File: src/rtl/fir_seq_pkg.sv
// Shared width constant and FSM state encodings for the FIR byte-stream sequencer.
package fir_seq_pkg;
    localparam int BYTE_W = 8;

    typedef enum logic {
        ISSUE_IDLE,
        WAIT_FIR
    } issue_state_t;

    typedef enum logic [1:0] {
        TX_IDLE,
        TX_START,
        TX_GAP,
        TX_WAIT
    } tx_state_t;
endpackage

File: src/rtl/fir_stream_sequencer_if.sv
// UART/FIR-side signal bundle of the sequencer; master is the sequencer, slave the surrounding logic.
interface fir_stream_sequencer_if #(
    parameter int IN_BYTES   = 2,
    parameter int OUT_BYTES  = 2,
    parameter int FIFO_DEPTH = 4
);
    import fir_seq_pkg::*;

    logic [BYTE_W-1:0]           rx_data;
    logic                        rx_ready;
    logic [BYTE_W*IN_BYTES-1:0]  fir_in;
    logic                        fir_in_valid;
    logic [BYTE_W*OUT_BYTES-1:0] fir_out;
    logic                        fir_out_valid;
    logic [BYTE_W-1:0]           tx_data;
    logic                        tx_start;
    logic                        tx_busy;
    logic                        clr_err;
    logic                        overrun;
    logic [$clog2(FIFO_DEPTH):0] pending;

    modport master (
        input  rx_data, rx_ready, fir_out, fir_out_valid, tx_busy, clr_err,
        output fir_in, fir_in_valid, tx_data, tx_start, overrun, pending
    );

    modport slave (
        output rx_data, rx_ready, fir_out, fir_out_valid, tx_busy, clr_err,
        input  fir_in, fir_in_valid, tx_data, tx_start, overrun, pending
    );
endinterface

File: src/rtl/fir_result_fifo.sv
// Result FIFO, registered pointers with an extra wrap bit; dout is the head entry combinationally.
// A push while full is accepted only when a pop frees the head in the same cycle.
module fir_result_fifo #(
    parameter int W     = 16,
    parameter int DEPTH = 4
) (
    input  logic                     clk,
    input  logic                     rst,
    input  logic                     push,
    input  logic                     pop,
    input  logic [W-1:0]             din,
    output logic [W-1:0]             dout,
    output logic                     full,
    output logic                     empty,
    output logic [$clog2(DEPTH):0]   count
);
    localparam int AW = $clog2(DEPTH);

    logic [W-1:0] mem [DEPTH];
    logic [AW:0]  wp, rp;
    logic         wr_en, rd_en;

    assign count = wp - rp;
    assign empty = (wp == rp);
    assign full  = (wp[AW] != rp[AW]) && (wp[AW-1:0] == rp[AW-1:0]);
    assign wr_en = push && (!full || pop);
    assign rd_en = pop && !empty;
    assign dout  = mem[rp[AW-1:0]];

    always_ff @(posedge clk) begin
        if (wr_en) mem[wp[AW-1:0]] <= din;
    end

    always_ff @(posedge clk or posedge rst) begin
        if (rst) begin
            wp <= '0;
            rp <= '0;
        end else begin
            if (wr_en) wp <= wp + 1'b1;
            if (rd_en) rp <= rp + 1'b1;
        end
    end
endmodule

File: src/rtl/fir_stream_sequencer.sv
// Assembles UART bytes into FIR samples (one-deep pending slot), queues results and serialises them MSB-first.
// Issue one cycle after the last byte; tx_start two cycles after a result lands in an idle, empty path.
module fir_stream_sequencer
    import fir_seq_pkg::*;
#(
    parameter int IN_BYTES   = 2,
    parameter int OUT_BYTES  = 2,
    parameter int FIFO_DEPTH = 4
) (
    input  logic                   clk,
    input  logic                   rst,
    fir_stream_sequencer_if.master io
);
    localparam int IW  = BYTE_W * IN_BYTES;
    localparam int OW  = BYTE_W * OUT_BYTES;
    localparam int BCW = $clog2(IN_BYTES + 1);
    localparam int XCW = $clog2(OUT_BYTES + 1);

    // ---------------- byte assembly ----------------
    logic [IW-1:0]  asm_q, asm_nxt;
    logic [BCW-1:0] bcnt_q;
    logic           sample_done;

    always_comb begin
        asm_nxt                = asm_q << BYTE_W;
        asm_nxt[BYTE_W-1:0]    = io.rx_data;
    end

    assign sample_done = io.rx_ready && (bcnt_q == BCW'(IN_BYTES - 1));

    always_ff @(posedge clk or posedge rst) begin
        if (rst) begin
            asm_q  <= '0;
            bcnt_q <= '0;
        end else if (io.rx_ready) begin
            asm_q  <= asm_nxt;
            bcnt_q <= sample_done ? '0 : bcnt_q + 1'b1;
        end
    end

    // ---------------- issue FSM ----------------
    issue_state_t iss_q, iss_nxt;
    logic [IW-1:0] fir_in_q, fir_in_nxt, slot_q, slot_nxt;
    logic          slot_full_q, slot_full_nxt, issue_q, issue_nxt;
    logic          sample_drop, result_acc;

    assign result_acc = io.fir_out_valid && (iss_q == WAIT_FIR);

    always_comb begin
        iss_nxt       = iss_q;
        fir_in_nxt    = fir_in_q;
        issue_nxt     = 1'b0;
        slot_nxt      = slot_q;
        slot_full_nxt = slot_full_q;
        sample_drop   = 1'b0;
        case (iss_q)
            ISSUE_IDLE: begin
                if (sample_done) begin
                    fir_in_nxt = asm_nxt;
                    issue_nxt  = 1'b1;
                    iss_nxt    = WAIT_FIR;
                end
            end
            WAIT_FIR: begin
                if (sample_done) begin
                    if (slot_full_q) begin
                        sample_drop = 1'b1;
                    end else begin
                        slot_nxt      = asm_nxt;
                        slot_full_nxt = 1'b1;
                    end
                end
                if (io.fir_out_valid) begin
                    if (slot_full_q) begin
                        fir_in_nxt    = slot_q;
                        issue_nxt     = 1'b1;
                        slot_full_nxt = 1'b0;
                    end else if (sample_done) begin
                        // sample completing alongside the result would otherwise strand in the slot
                        fir_in_nxt    = asm_nxt;
                        issue_nxt     = 1'b1;
                        slot_full_nxt = 1'b0;
                    end else begin
                        iss_nxt = ISSUE_IDLE;
                    end
                end
            end
            default: iss_nxt = ISSUE_IDLE;
        endcase
    end

    always_ff @(posedge clk or posedge rst) begin
        if (rst) begin
            iss_q       <= ISSUE_IDLE;
            fir_in_q    <= '0;
            issue_q     <= 1'b0;
            slot_q      <= '0;
            slot_full_q <= 1'b0;
        end else begin
            iss_q       <= iss_nxt;
            fir_in_q    <= fir_in_nxt;
            issue_q     <= issue_nxt;
            slot_q      <= slot_nxt;
            slot_full_q <= slot_full_nxt;
        end
    end

    assign io.fir_in       = fir_in_q;
    assign io.fir_in_valid = issue_q;

    // ---------------- result FIFO ----------------
    logic [OW-1:0] fifo_dout;
    logic          fifo_full, fifo_empty, fifo_pop, result_drop;

    fir_result_fifo #(
        .W     (OW),
        .DEPTH (FIFO_DEPTH)
    ) u_fifo (
        .clk   (clk),
        .rst   (rst),
        .push  (result_acc),
        .pop   (fifo_pop),
        .din   (io.fir_out),
        .dout  (fifo_dout),
        .full  (fifo_full),
        .empty (fifo_empty),
        .count (io.pending)
    );

    assign result_drop = result_acc && fifo_full && !fifo_pop;

    logic overrun_q;
    always_ff @(posedge clk or posedge rst) begin
        if (rst)                            overrun_q <= 1'b0;
        else if (sample_drop || result_drop) overrun_q <= 1'b1;
        else if (io.clr_err)                overrun_q <= 1'b0;
    end
    assign io.overrun = overrun_q;

    // ---------------- TX FSM ----------------
    tx_state_t       tx_q, tx_nxt;
    logic [OW-1:0]   sh_q, sh_nxt;
    logic [XCW-1:0]  idx_q, idx_nxt;
    logic [BYTE_W-1:0] txd_q, cur_byte;
    logic            tx_go;

    assign cur_byte = sh_q[OW-1 -: BYTE_W];

    always_comb begin
        tx_nxt   = tx_q;
        sh_nxt   = sh_q;
        idx_nxt  = idx_q;
        tx_go    = 1'b0;
        fifo_pop = 1'b0;
        case (tx_q)
            TX_IDLE: begin
                if (!fifo_empty) begin
                    fifo_pop = 1'b1;
                    sh_nxt   = fifo_dout;
                    idx_nxt  = '0;
                    tx_nxt   = TX_START;
                end
            end
            TX_START: begin
                if (!io.tx_busy) begin
                    tx_go  = 1'b1;
                    tx_nxt = TX_GAP;
                end
            end
            TX_GAP: tx_nxt = TX_WAIT;
            TX_WAIT: begin
                if (!io.tx_busy) begin
                    if (idx_q < XCW'(OUT_BYTES - 1)) begin
                        sh_nxt  = sh_q << BYTE_W;
                        idx_nxt = idx_q + 1'b1;
                        tx_nxt  = TX_START;
                    end else begin
                        tx_nxt = TX_IDLE;
                    end
                end
            end
            default: tx_nxt = TX_IDLE;
        endcase
    end

    always_ff @(posedge clk or posedge rst) begin
        if (rst) begin
            tx_q  <= TX_IDLE;
            sh_q  <= '0;
            idx_q <= '0;
            txd_q <= '0;
        end else begin
            tx_q  <= tx_nxt;
            sh_q  <= sh_nxt;
            idx_q <= idx_nxt;
            if (tx_go) txd_q <= cur_byte;
        end
    end

    // the byte is visible during its tx_start pulse and held until the next one
    assign io.tx_data  = tx_go ? cur_byte : txd_q;
    assign io.tx_start = tx_go;
endmodule

File: src/flat_wrapper.sv
// flat-port wrapper written by rule: the top's interface ports become plain ports
module fir_stream_sequencer_flat import fir_seq_pkg::*;
#(
    parameter int IN_BYTES   = 2,
    parameter int OUT_BYTES  = 2,
    parameter int FIFO_DEPTH = 4
)
  (clk, rst, io_rx_data, io_rx_ready, io_fir_out, io_fir_out_valid, io_tx_busy, io_clr_err, io_fir_in, io_fir_in_valid, io_tx_data, io_tx_start, io_overrun, io_pending);
  fir_stream_sequencer_if #(.IN_BYTES(IN_BYTES), .OUT_BYTES(OUT_BYTES), .FIFO_DEPTH(FIFO_DEPTH)) io_i ();
  input  logic clk;
  input  logic rst;
  input wire logic [$bits(io_i.rx_data)-1:0] io_rx_data;
  input wire logic [$bits(io_i.rx_ready)-1:0] io_rx_ready;
  input wire logic [$bits(io_i.fir_out)-1:0] io_fir_out;
  input wire logic [$bits(io_i.fir_out_valid)-1:0] io_fir_out_valid;
  input wire logic [$bits(io_i.tx_busy)-1:0] io_tx_busy;
  input wire logic [$bits(io_i.clr_err)-1:0] io_clr_err;
  output wire logic [$bits(io_i.fir_in)-1:0] io_fir_in;
  output wire logic [$bits(io_i.fir_in_valid)-1:0] io_fir_in_valid;
  output wire logic [$bits(io_i.tx_data)-1:0] io_tx_data;
  output wire logic [$bits(io_i.tx_start)-1:0] io_tx_start;
  output wire logic [$bits(io_i.overrun)-1:0] io_overrun;
  output wire logic [$bits(io_i.pending)-1:0] io_pending;
  assign io_i.rx_data = io_rx_data;
  assign io_i.rx_ready = io_rx_ready;
  assign io_i.fir_out = io_fir_out;
  assign io_i.fir_out_valid = io_fir_out_valid;
  assign io_i.tx_busy = io_tx_busy;
  assign io_i.clr_err = io_clr_err;
  assign io_fir_in = io_i.fir_in;
  assign io_fir_in_valid = io_i.fir_in_valid;
  assign io_tx_data = io_i.tx_data;
  assign io_tx_start = io_i.tx_start;
  assign io_overrun = io_i.overrun;
  assign io_pending = io_i.pending;
  fir_stream_sequencer #(.IN_BYTES(IN_BYTES), .OUT_BYTES(OUT_BYTES), .FIFO_DEPTH(FIFO_DEPTH)) u_core (.clk(clk), .rst(rst), .io(io_i));
endmodule
File: config.mk
export PLATFORM = sky130hd
export DESIGN_NAME = fir_stream_sequencer_flat
export DESIGN_NICKNAME = d
export VERILOG_FILES = /design/src/rtl/fir_seq_pkg.sv /design/src/rtl/fir_stream_sequencer_if.sv /design/src/rtl/fir_result_fifo.sv /design/src/rtl/fir_stream_sequencer.sv /design/src/flat_wrapper.sv
export SDC_FILE = /design/constraint.sdc
export NUM_CORES = 1
export LEC_CHECK = 0
export BUFFER_PORTS_ARGS = -buffer_cell sky130_fd_sc_hd__buf_2
export CORE_UTILIZATION = 54
export DETAILED_ROUTE_END_ITERATION = 10
export PLACE_DENSITY_LB_ADDON = 0.15
export SKIP_LAST_GASP = 1
export SLEW_MARGIN = 20
export SYNTH_ARGS = -nofsm -noshare
export SYNTH_HDL_FRONTEND = slang
export SYNTH_SLANG_ARGS = --single-unit
export TNS_END_PERCENT = 10
File: constraint.sdc
create_clock -name clk -period 3.2 [get_ports clk]
set_input_delay 0 -clock clk [delete_from_list [all_inputs] [get_ports clk]]
set_output_delay 0 -clock clk [all_outputs]
set_load 0.01 [all_outputs]
==> parameters.txt, run 1 <==
Parameter                              Value

Cells and area
  Number of diodes    0
  Area delta synth->final    21.38%
  Final #Nets    539
  Layout cells sized above 1    0.3163
  FILL cells    778
  Area used by multi-input combinational logic    1876 um^2
  Sequential cell area    3924 um^2

Global route
  Maximum number of pins on one net before global-route repair    52
  GRT overflow    0
  Antenna violations before repair    0
  Global-route usage over all layers    0.1979
  Via count of the first global-routing pass    3442
  Global-route wire length before repair    16870 um

Placement
  Detail Placement HPWL    6409 um
  Count of buffers from port buffering    59
  Final weighted congestion in routability-driven placement    0.7033

Yosys
  Cell count after synthesis    403
  Syn. warnings    0
  Mapped cell area    5969 um^2
  Post-synthesis sequential element count    144
  Count of cell types in the netlist    42
  Number of synthesized flops with an enable pin    64
  Fraction of synthesis flops using an asynchronous set or reset pin    0.5556
  Portion of the post-synthesis area used by sequential elements    0.6573
  Average cell area after synthesis    14.81 um^2
  Top_reg_cell synth    dfrtp_1
  Syn_nets    446

Routing
  First drt pass iteration count    4
  Wire length per cell    15.91 um
  Routed vias    3361
  Count of nets left with antenna violations after detail routing    0
  Count of routing violations after the opening detailed-route iteration    128
  Remaining DRCs    0
  Vias per Instance    5.179
  Total detailed-routing wirelength    10320 um

Setup path
  Critical Path Sink Type    flop
  CP arrival    2430 ps
  Crit path buffers/inverters    1
  Crit start category    flop
  Class of the most critical setup path    flop to flop
  Series of cell instances along the critical path    inv_1 -> ha_1 -> nand2_1 -> o311a_1 -> and2_1
  Required arrival time at the worst endpoint    3330 ps
  Slowest CP cell    and2_1
  Largest stage delay on the critical path    690 ps
  Critical path fanouts, max    16
  Critical path's top delay family    simple AND/OR/NAND/NOR gates

Clocking
  Clock tree sinks    144
  CTS buffer count    17
  Number of H-tree levels    4
  Number of buffers between clock root and the deepest sink    2
  Clock network latency to the later pin of the worst-skew pair    510 ps
  Clock tree from TritonCTS    built
  Count of buffers added by post-CTS timing repair for setup    0
  Clock-pin slew reported for the worst setup and hold paths after clock tree synthesis    60 ps
  Clock root buffer    clkbuf_8

Status
  Run status    complete, no violations

Floorplanning
  Chip height    107.1 um
  Standard cell core area    10790 um^2
  Initial standard-cell utilization of the core    0.5531
  Overall die area    11480 um^2
  Placement row count    38
  Num ports    60
  Die width    107.1 um

Timing
  Number of max-slew violations in the final report    0
  Endpoints failing hold    0
  Slew @ Worst Pin    907.1 ps
  Largest clock skew in the final design    10.37 ps
  Highest clock rate    434.7 MHz
  Final period util    0.7189
  Minimum clock period after layout    2301 ps
  Worst hold slack across all endpoints    180.5 ps
  Fin Setup TNS    0 ps
  Final setup violation count    0
  Unrepaired setup endpoints after global routing    false
  Rel. slew slack    0.3946

Flow run
  Count of max-cap constraint violations    0

Pwr
  Power density of the placed cells    990.5 nW/um^2
  Peak ir drop on the vdd network    477.5 uV
  Leak Pwr    0.003060 uW

Min path
  Worst Hold Class    input pin to asynchronous set/reset pin
## cell usage after synthesis (7+ instances only)
cell type / number / area (um^2)
mux2_2: 49 / 551.8
nor2b_1: 8 / 50.05
o21ai_0: 14 / 70.07
mux2i_1: 16 / 160.2
nand2_1: 26 / 97.59
mux4_2: 8 / 180.2
dfrtp_1: 80 / 2002
inv_1: 14 / 52.55
ha_1: 12 / 150.1
edfxtp_1: 64 / 1922
nand2b_1: 11 / 68.82
nor2_1: 16 / 60.06
buf_2: 7 / 35.03
a21oi_1: 20 / 100.1
o22ai_1: 9 / 56.30
## layer usage
layer | global-route usage | vias to the layer above | wire [um] | part of all wire
met5 | 0 | - | 0 | 0
met4 | 0.06849 | 0 | 106 | 0.010
met3 | 0.04559 | 10 | 283 | 0.027
met2 | 0.3341 | 61 | 5196 | 0.50
met1 | 0.2520 | 1651 | 4737 | 0.46
li1 | - | 1639 | - | -
## final cells by class
cell class              instances  share of cell area
clock buffers                  19             0.05819
inverters                      14            0.007425
clock inverters                13             0.02245
flip-flops and latches        144              0.5415
multi-input cells             225              0.2589
well taps                     140             0.02418
repair buffers                 94             0.08738
## kinds of logic after synthesis
family                     after synthesis  share of synthesized area
buffers and inverters                   34                    0.02851
xor gates and xnor gates                 7                    0.01153
adders and majority gates               13                    0.02851
DFF                                    144                     0.6573
and+or+nand+nor                         74                    0.06456
AOI/OAI and AO/OA                       58                    0.06016
muxes                                   73                     0.1494
## worst reg2reg max path, delay by kind of cell, from the launching register on
family	cells	cell delay [ps]
AOI/OAI and AO/OA	1	310
adders and majority gates	1	270
buffers and inverters	1	150
DFF	1	400
and+or+nand+nor	2	790
## cells in the final DEF (no fill, tap or decap), drive strengths merged, types with 2 or more instances in the layout
master       synthesis  final
dfrtp               80     80
clkinvlp             0      2
nand3b               2      2
xnor2                5      5
and2                 5      5
ha                  12     12
nor2b                8      8
bufinv               0      3
o22ai                9      9
o21ai               14     14
buf                 15     64
inv                 14     15
a21oi               20     20
dlygate4sd3          0     30
nand2b              11     11
clkinv               0      7
o31ai                8      8
nor2                16     16
xor2                 2      2
clkbuf               5     19
mux2                49     49
edfxtp              64     64
mux2i               16     16
mux4                 8      8
nand2               27     27
## registers in the layout (all words and copies together), names as in the netlist, 3 cells and up
| name | cells |
|---|---|
| u_core.u_fifo.mem | 64 |
| u_core.txd_q | 8 |
| u_core.sh_q | 16 |
| u_core.slot_q | 16 |
| u_core.u_fifo.rp | 3 |
| u_core.asm_q | 8 |
| u_core.io.fir_in | 16 |
| u_core.u_fifo.wp | 3 |
## stage by stage
step           utilization  power, uW  setup slack [ps]  instances  instance area (um^2)
5_1_grt             0.6713       7651             746.9        649                  7246
3_5_place_dp        0.5894       5260             902.1        587                  6361
3_3_place_gp        0.5894       5185             969.1        587                  6361
6_report            0.6713       7177             899.4        649                  7246
2_1_floorplan            -       4638             959.5        403                  5969
4_1_cts             0.6713       7257             870.9        649                  7246
## final timing paths
kind | startpoint | end | slack [ps] | cells past startpoint
setup / recovery | u_core.u_fifo.wp[0]$_DFFE_PP0P_ | u_core.u_fifo.mem[0][0]$_DFFE_PP_ | 900 | 5
hold / removal | rst | u_core.io.fir_in[2]$_DFFE_PP0P_ | 180 | 3
setup reg to reg | u_core.u_fifo.wp[0]$_DFFE_PP0P_ | u_core.u_fifo.mem[0][0]$_DFFE_PP_ | 900 | 5
hold reg to reg | u_core.sh_q[13]$_DFFE_PP0P_ | u_core.sh_q[13]$_DFFE_PP0P_ | 470 | 2
max in group asynchronous | rst | u_core.sh_q[3]$_DFFE_PP0P_ | 2120 | 4
min in group clk | io_fir_out[1] | u_core.u_fifo.mem[2][1]$_DFFE_PP_ | 240 | 2
## timing repair
action | in CTS | in global routing
setup endpoints to repair | 0 | 0
endpoints found under the hold margin | 145 | 0
gates resized for setup | 0 | 0
hold buffers | 30 | 0
## power by group
part	switching, uW	leakage (uW)	internal (uW)
clock	748	0.000280	1190
sequential	281	0.00153	2530
combinational	1320	0.00125	1110
No activity file was read; power rests on OpenSTA's default activity.
==> run 2, diff against run 1 <==
==> constraint.sdc (replaced) <==
create_clock -name clk -period 2.41 [get_ports clk]
set_input_delay 0 -clock clk [delete_from_list [all_inputs] [get_ports clk]]
set_output_delay 0 -clock clk [all_outputs]
set_load 0.01 [all_outputs]
==> run 2 against run 1 <==
Cell count grew 0.62%. Clock skew down 2.3 ps. Largest cell class unchanged. Total power grew 32%. Sequential share of layout area down 0.26 points. Largest power group unchanged. Clock power grew 29%. Maximum frequency is 1.6% higher.
==> parameters.txt, run 2 (synthesized netlist as in run 1, its figures left out) <==
Parameter                              Value

Setup path
  Critical path's top delay family    simple AND/OR/NAND/NOR gates
  Required arrival time at the worst endpoint    2560 ps (-770 ps)
  Worst reg2reg endpoint    u_core.u_fifo.mem[0][15]$_DFFE_PP_
  Launching point of the worst reg2reg path    u_core.u_fifo.wp[0]$_DFFE_PP0P_
  Crit start category    flop
  Crit path buffers/inverters    1 (unchanged)
  Series of cell instances along the critical path    inv_1 -> ha_1 -> nand2_1 -> o311a_1 -> and2_1
  Class of the most critical setup path    flop to flop
  Worst reg-to-reg path cell count    5 (unchanged)
  Largest stage delay on the critical path    700 ps (about the same)
  Slowest CP cell    and2_1
  CP arrival    2410 ps (-20 ps)
  Register-to-Register Setup Slack    150 ps (-750 ps)
  Critical path fanouts, max    16 (unchanged)
  Critical Path Sink Type    flop

Timing
  Worst hold slack across all endpoints    97.53 ps (-83.00 ps)
  Final period util    0.9397 (+0.2207)
  Number of max-slew violations in the final report    0 (unchanged)
  Rel. slew slack    0.4467 (+0.05212)
  Unrepaired setup endpoints after global routing    true
  Highest clock rate    441.6 MHz (+1.6%)
  Slew @ Worst Pin    829.9 ps (-77.21 ps)
  Largest clock skew in the final design    8.049 ps (-2.317 ps)
  Minimum clock period after layout    2265 ps (-36.01 ps)
  Final setup violation count    0 (unchanged)
  Post-route setup slack    145.4 ps (-754.0 ps)
  Endpoints failing hold    0 (unchanged)

Cells and area
  Commonest cells after routing, fill and taps aside    80 x dfrtp_1, 64 x edfxtp_1, 59 x buf_2
  FILL cells    782 (+0.51%)
  Layout cells sized above 1    0.3275 (+0.01118)
  Most frequent standard cell in the layout excluding fill and tap cells    dfrtp_1
  Final #Nets    543 (+0.74%)
  Area delta synth->final    21.97%
  Number of diodes    0 (unchanged)
  Total non-filler cell area in the finished layout    7281 um^2 (+0.48%)
  Max FFs per register    64 (unchanged)

Global route
  Antenna violations before repair    0 (unchanged)
  Maximum number of pins on one net before global-route repair    81 (+56%)
  Global-route wire length before repair    17150 um (+1.7%)
  Via count of the first global-routing pass    3549 (+3.1%)
  GRT overflow    0 (unchanged)
  Global-route usage over all layers    0.2020 (+0.004090)

Placement
  Count of buffers from port buffering    59 (unchanged)
  DP Area    6404 um^2 (+0.67%)
  Detail Placement HPWL    6442 um (+0.52%)
  Setup WS pre-CTS    103.4 ps (-798.7 ps)
  Final weighted congestion in routability-driven placement    0.7337 (+4.3%)

Floorplanning
  Num ports    60 (unchanged)
  Chip height    107.1 um (unchanged)
  Initial standard-cell utilization of the core    0.5531 (unchanged)
  Standard cell core area    10790 um^2 (unchanged)
  Die width    107.1 um (unchanged)
  Placement row count    38 (unchanged)
  Overall die area    11480 um^2 (unchanged)

Pwr
  Switching power of the nets    3135 uW (+34%)
  Switching power share of the total    0.3301 (+0.003346)
  Cell Int Power    6363 uW (+32%)
  Power share of the combinational group    0.342 (+0.004)
  Power density of the placed cells    1305 nW/um^2 (+32%)
  Peak ir drop on the vdd network    640.9 uV (+34%)
  Leak Pwr    0.003083 uW (+0.76%)
  Sequential cell fraction of total power    0.394 (+0.002)
  Clock Power Share    0.264 (-0.006)

Routing
  First drt pass iteration count    4 (unchanged)
  Routed vias    3415 (+1.6%)
  Count of routing violations after the opening detailed-route iteration    135 (+5.5%)
  Remaining DRCs    0 (unchanged)
  Wire length per cell    15.81 um (-0.57%)
  Count of nets left with antenna violations after detail routing    0 (unchanged)
  Vias per Instance    5.230 (+0.98%)
  Total detailed-routing wirelength    10330 um (about the same)

Clocking
  Clock-pin slew reported for the worst setup and hold paths after clock tree synthesis    60 ps (about the same)
  Number of H-tree levels    4 (unchanged)
  Number of buffers between clock root and the deepest sink    2 (unchanged)
  Clock tree from TritonCTS    built
  Clock network latency to the later pin of the worst-skew pair    520 ps (about the same)
  CTS buffer count    17 (unchanged)
  Clock tree sinks    144 (unchanged)
  Clock root buffer    clkbuf_8

Flow run
  Count of max-cap constraint violations    0 (unchanged)

Status
  Run status    complete, no violations

Min path
  Worst Hold Class    input pin to asynchronous set/reset pin
==> run 2: cell count changes in the layout (fill, tap and decap cells not counted), sizes merged <==
cell	delta
clkbuf	-1
inv	+2
bufinv	-1
buf	+4
==> run 2: how the worst max path moves through the flow <==
stage          cells after the start                                  to                            start
5_1_grt                            5  u_core.u_fifo.mem[0][15]$_DFFE_PP_  u_core.u_fifo.wp[0]$_DFFE_PP0P_
3_5_place_dp                       5         u_core.idx_q[1]$_DFFE_PP0P_  u_core.u_fifo.wp[0]$_DFFE_PP0P_
2_1_floorplan                      6   u_core.u_fifo.mem[0][0]$_DFFE_PP_  u_core.u_fifo.rp[1]$_DFFE_PP0P_
4_1_cts                            5         u_core.idx_q[1]$_DFFE_PP0P_  u_core.u_fifo.wp[0]$_DFFE_PP0P_
3_3_place_gp                       5  u_core.u_fifo.mem[1][15]$_DFFE_PP_  u_core.u_fifo.wp[0]$_DFFE_PP0P_
6_report                           5  u_core.u_fifo.mem[0][15]$_DFFE_PP_  u_core.u_fifo.wp[0]$_DFFE_PP0P_
==> run 2: power groups by stage <==
stage          combinational (uW)  clock (uW)  sequential (uW)
2_1_floorplan                2400           0             3760
3_3_place_gp                 3180           0             3740
3_5_place_dp                 3240           0             3790
4_1_cts                      3310        2560             3750
5_1_grt                      3660        2660             3830
6_report                     3250        2510             3740
==> run 2: area by class of cell <==
class / count / area [um^2] / area share
Multi-Input combinational cell: 225 / 1878 / 0.2579
Sequential cell: 144 / 3924 / 0.5389
Inverter: 14 / 53.80 / 0.007390
Tap cell: 140 / 175.2 / 0.02406
Clock inverter: 14 / 156.4 / 0.02148
Timing Repair Buffer: 98 / 675.6 / 0.09280
Clock buffer: 18 / 417.9 / 0.05740
==> run 2: metal layers <==
layer	vias to the layer above	track usage	share of wire
met5	-	0	0
met4	0	0.07534	0.011
met3	11	0.06018	0.042
met2	73	0.3350	0.50
met1	1685	0.2507	0.45
li1	1646	-	-
==> run 2: through the flow <==
stage	total power [uW]	util	setup TNS, ps	std cells
after floorplan	6158	-	0	403
after global placement	6921	0.5933	0	591
after detailed placement	7033	0.5933	0	591
after CTS	9620	0.6744	0	653
after global routing	10140	0.6746	-60.91	653
final	9498	0.6746	0	653
==> run 2: repair_timing <==
item                                   4_1_cts  5_1_grt
endpoints found under the hold margin      177        0
hold buffers                                30        0
setup endpoints to repair                    0       31
gates resized for setup                      0        1
setup buffers                                0        0
==> run 2: tightest hold or removal path, delay by kind of cell <==
kind	cells	cell delay, ps
buffers and inverters	4	1040
==> run 3, diff against run 2 <==
==> constraint.sdc (replaced) <==
create_clock -name clk -period 2.7 [get_ports clk]
set_input_delay 0 -clock clk [delete_from_list [all_inputs] [get_ports clk]]
set_output_delay 0 -clock clk [all_outputs]
set_load 0.01 [all_outputs]
==> run 3 against run 2 <==
Die area did not move. Global-route usage rose by 0.24 points. Critical path depth did not move. Critical path type unchanged. Highest routed layer unchanged.
==> parameters.txt, run 3 (synthesized netlist as in run 1, its figures left out) <==
Parameter                              Value

Floorplanning
  Initial standard-cell utilization of the core    0.5531 (unchanged)
  Num ports    60 (unchanged)
  Placement row count    38 (unchanged)
  Die width    107.1 um (unchanged)
  Standard cell core area    10790 um^2 (unchanged)
  Chip height    107.1 um (unchanged)
  Overall die area    11480 um^2 (unchanged)

Routing
  First drt pass iteration count    4 (unchanged)
  Routed vias    3406 (-0.26%)
  Count of routing violations after the opening detailed-route iteration    180 (+33%)
  Remaining DRCs    0 (unchanged)
  Vias per Instance    5.208 (-0.42%)
  Wire length per cell    15.79 um (-0.16%)
  Count of nets left with antenna violations after detail routing    0 (unchanged)
  Total detailed-routing wirelength    10330 um (about the same)

Placement
  Detail Placement HPWL    6356 um (-1.3%)
  Count of buffers from port buffering    59 (unchanged)
  DP Cell Count    590 (-0.17%)
  Final weighted congestion in routability-driven placement    0.6899 (-6.0%)

Timing
  Final period util    0.8402 (-0.09947)
  Final setup violation count    0 (unchanged)
  Minimum clock period after layout    2269 ps (+3.921 ps)
  Largest clock skew in the final design    6.323 ps (-1.726 ps)
  Number of max-slew violations in the final report    0 (unchanged)
  Endpoints failing hold    0 (unchanged)
  Fin Setup TNS    0 ps (unchanged)
  Slew @ Worst Pin    831.1 ps (+1.163 ps)
  Highest clock rate    440.8 MHz (-0.17%)
  Unrepaired setup endpoints after global routing    false
  Rel. slew slack    0.4459 (-0.0007760)

Cells and area
  Area delta synth->final    22.53%
  Most frequent standard cell in the layout excluding fill and tap cells    dfrtp_1
  Number of diodes    0 (unchanged)
  Commonest cells after routing, fill and taps aside    80 x dfrtp_1, 64 x edfxtp_1, 59 x buf_2
  Number of non-filler instances in the completed layout    654 (+0.15%)
  FILL cells    774 (-1.0%)
  Final #Nets    544 (+0.18%)
  Max FFs per register    64 (unchanged)
  Layout cells sized above 1    0.3191 (-0.008419)

Clocking
  Clock tree from TritonCTS    built
  Clock network latency to the later pin of the worst-skew pair    520 ps (about the same)
  Number of H-tree levels    4 (unchanged)
  Number of buffers between clock root and the deepest sink    2 (unchanged)
  Clock-pin slew reported for the worst setup and hold paths after clock tree synthesis    60 ps (about the same)
  Clock tree sinks    144 (unchanged)
  Clock root buffer    clkbuf_8
  Count of buffers added by post-CTS timing repair for setup    0 (unchanged)
  CTS buffer count    17 (unchanged)

Setup path
  Critical path fanouts, max    16 (unchanged)
  Class of the most critical setup path    flop to flop
  Critical Path Sink Type    flop
  Crit start category    flop
  CP arrival    2410 ps (about the same)
  Required arrival time at the worst endpoint    2850 ps (+290 ps)

Pwr
  Peak ir drop on the vdd network    526.1 uV (-18%)
  Leak Pwr    0.003087 uW (+0.13%)
  Power density of the placed cells    1179 nW/um^2 (-9.7%)

Status
  Run status    complete, no violations

Flow run
  Count of max-cap constraint violations    0 (unchanged)

Global route
  Via count of the first global-routing pass    3535 (-0.39%)
  Antenna violations before repair    0 (unchanged)
  Maximum number of pins on one net before global-route repair    81 (unchanged)
  Global-route wire length before repair    17490 um (+2.0%)
  GRT overflow    0 (unchanged)
  Global-route usage over all layers    0.2044 (+0.002393)

Min path
  Worst Hold Class    input pin to asynchronous set/reset pin
-- run 3: changes by cell type in the layout (fill, tap and decap cells not counted), moves of 2 or more --
cell,before,now
clkinv_4,4,1
clkinvlp_4,2,4
clkinv_1,1,3
bufinv_16,2,4
dlygate4sd3_1,30,32
-- run 3: path summary, 6_finish.rpt --
check	start	endpoint	slack, ps	cells after the start
max in group asynchronous	rst	u_core.io.fir_in_valid$_DFF_PP0_	1990	4
min in group clk	io_fir_out[3]	u_core.u_fifo.mem[0][3]$_DFFE_PP_	220	2
hold / removal	rst	u_core.io.fir_in[2]$_DFFE_PP0P_	210	4
setup reg to reg	u_core.u_fifo.wp[0]$_DFFE_PP0P_	u_core.u_fifo.mem[2][11]$_DFFE_PP_	430	5
setup / recovery	u_core.u_fifo.wp[0]$_DFFE_PP0P_	u_core.u_fifo.mem[2][11]$_DFFE_PP_	430	5
hold reg to reg	u_core.sh_q[1]$_DFFE_PP0P_	u_core.sh_q[1]$_DFFE_PP0P_	480	2
-- run 3: per-layer routing --
metal | track usage | routed length [um] | vias up
met3 | 0.04802 | 374 | 14
met2 | 0.3364 | 5088 | 61
met4 | 0.07926 | 128 | 0
met5 | 0 | 0 | -
li1 | - | - | 1646
met1 | 0.2636 | 4735 | 1685
-- run 3: layout make-up --
cell class                 count  area, um^2  area share
sequential                   144        3924      0.5364
multi-input combinational    225        1877      0.2566
timing repair buffer          99       679.4     0.09288
clock buffer                  18       417.9     0.05713
clock inverter                14       187.7     0.02566
tap                          140       175.2     0.02395
inverter                      14       53.80    0.007355
-- run 3: worst max-delay path, cell delays in order (launching register included) --
cell and delay, ps:
dfrtp_1 400, inv_1 150, ha_1 270, nand2_1 80, o311a_1 280, and2_1 710
-- run 3: what timing repair did --
item | 4_1_cts | 5_1_grt
hold buffers | 32 | 0
hold endpoints to repair | 177 | 0
resized for setup | 0 | 0
-- run 3: report_power, final --
| part | switching, uW | total (uW) | internal (uW) |
|---|---|---|---|
| Sequential | 330 | 3330 | 3000 |
| Clock | 889 | 2390 | 1500 |
| Combinational | 1560 | 2900 | 1340 |
-- run 3: metrics by stage --
stage	cell area, um^2	worst slack, ps	hold slack [ps]	power (uW)	utilization
floorplan	5969	459.5	89.83	5497	-
global placement	6384	460.9	210.5	6165	0.5915
detailed placement	6384	393.2	218.6	6255	0.5915
CTS	7310	354.7	196.1	8718	0.6773
global route	7315	228.9	216.6	9191	0.6777
finish	7315	431.5	214.4	8621	0.6777
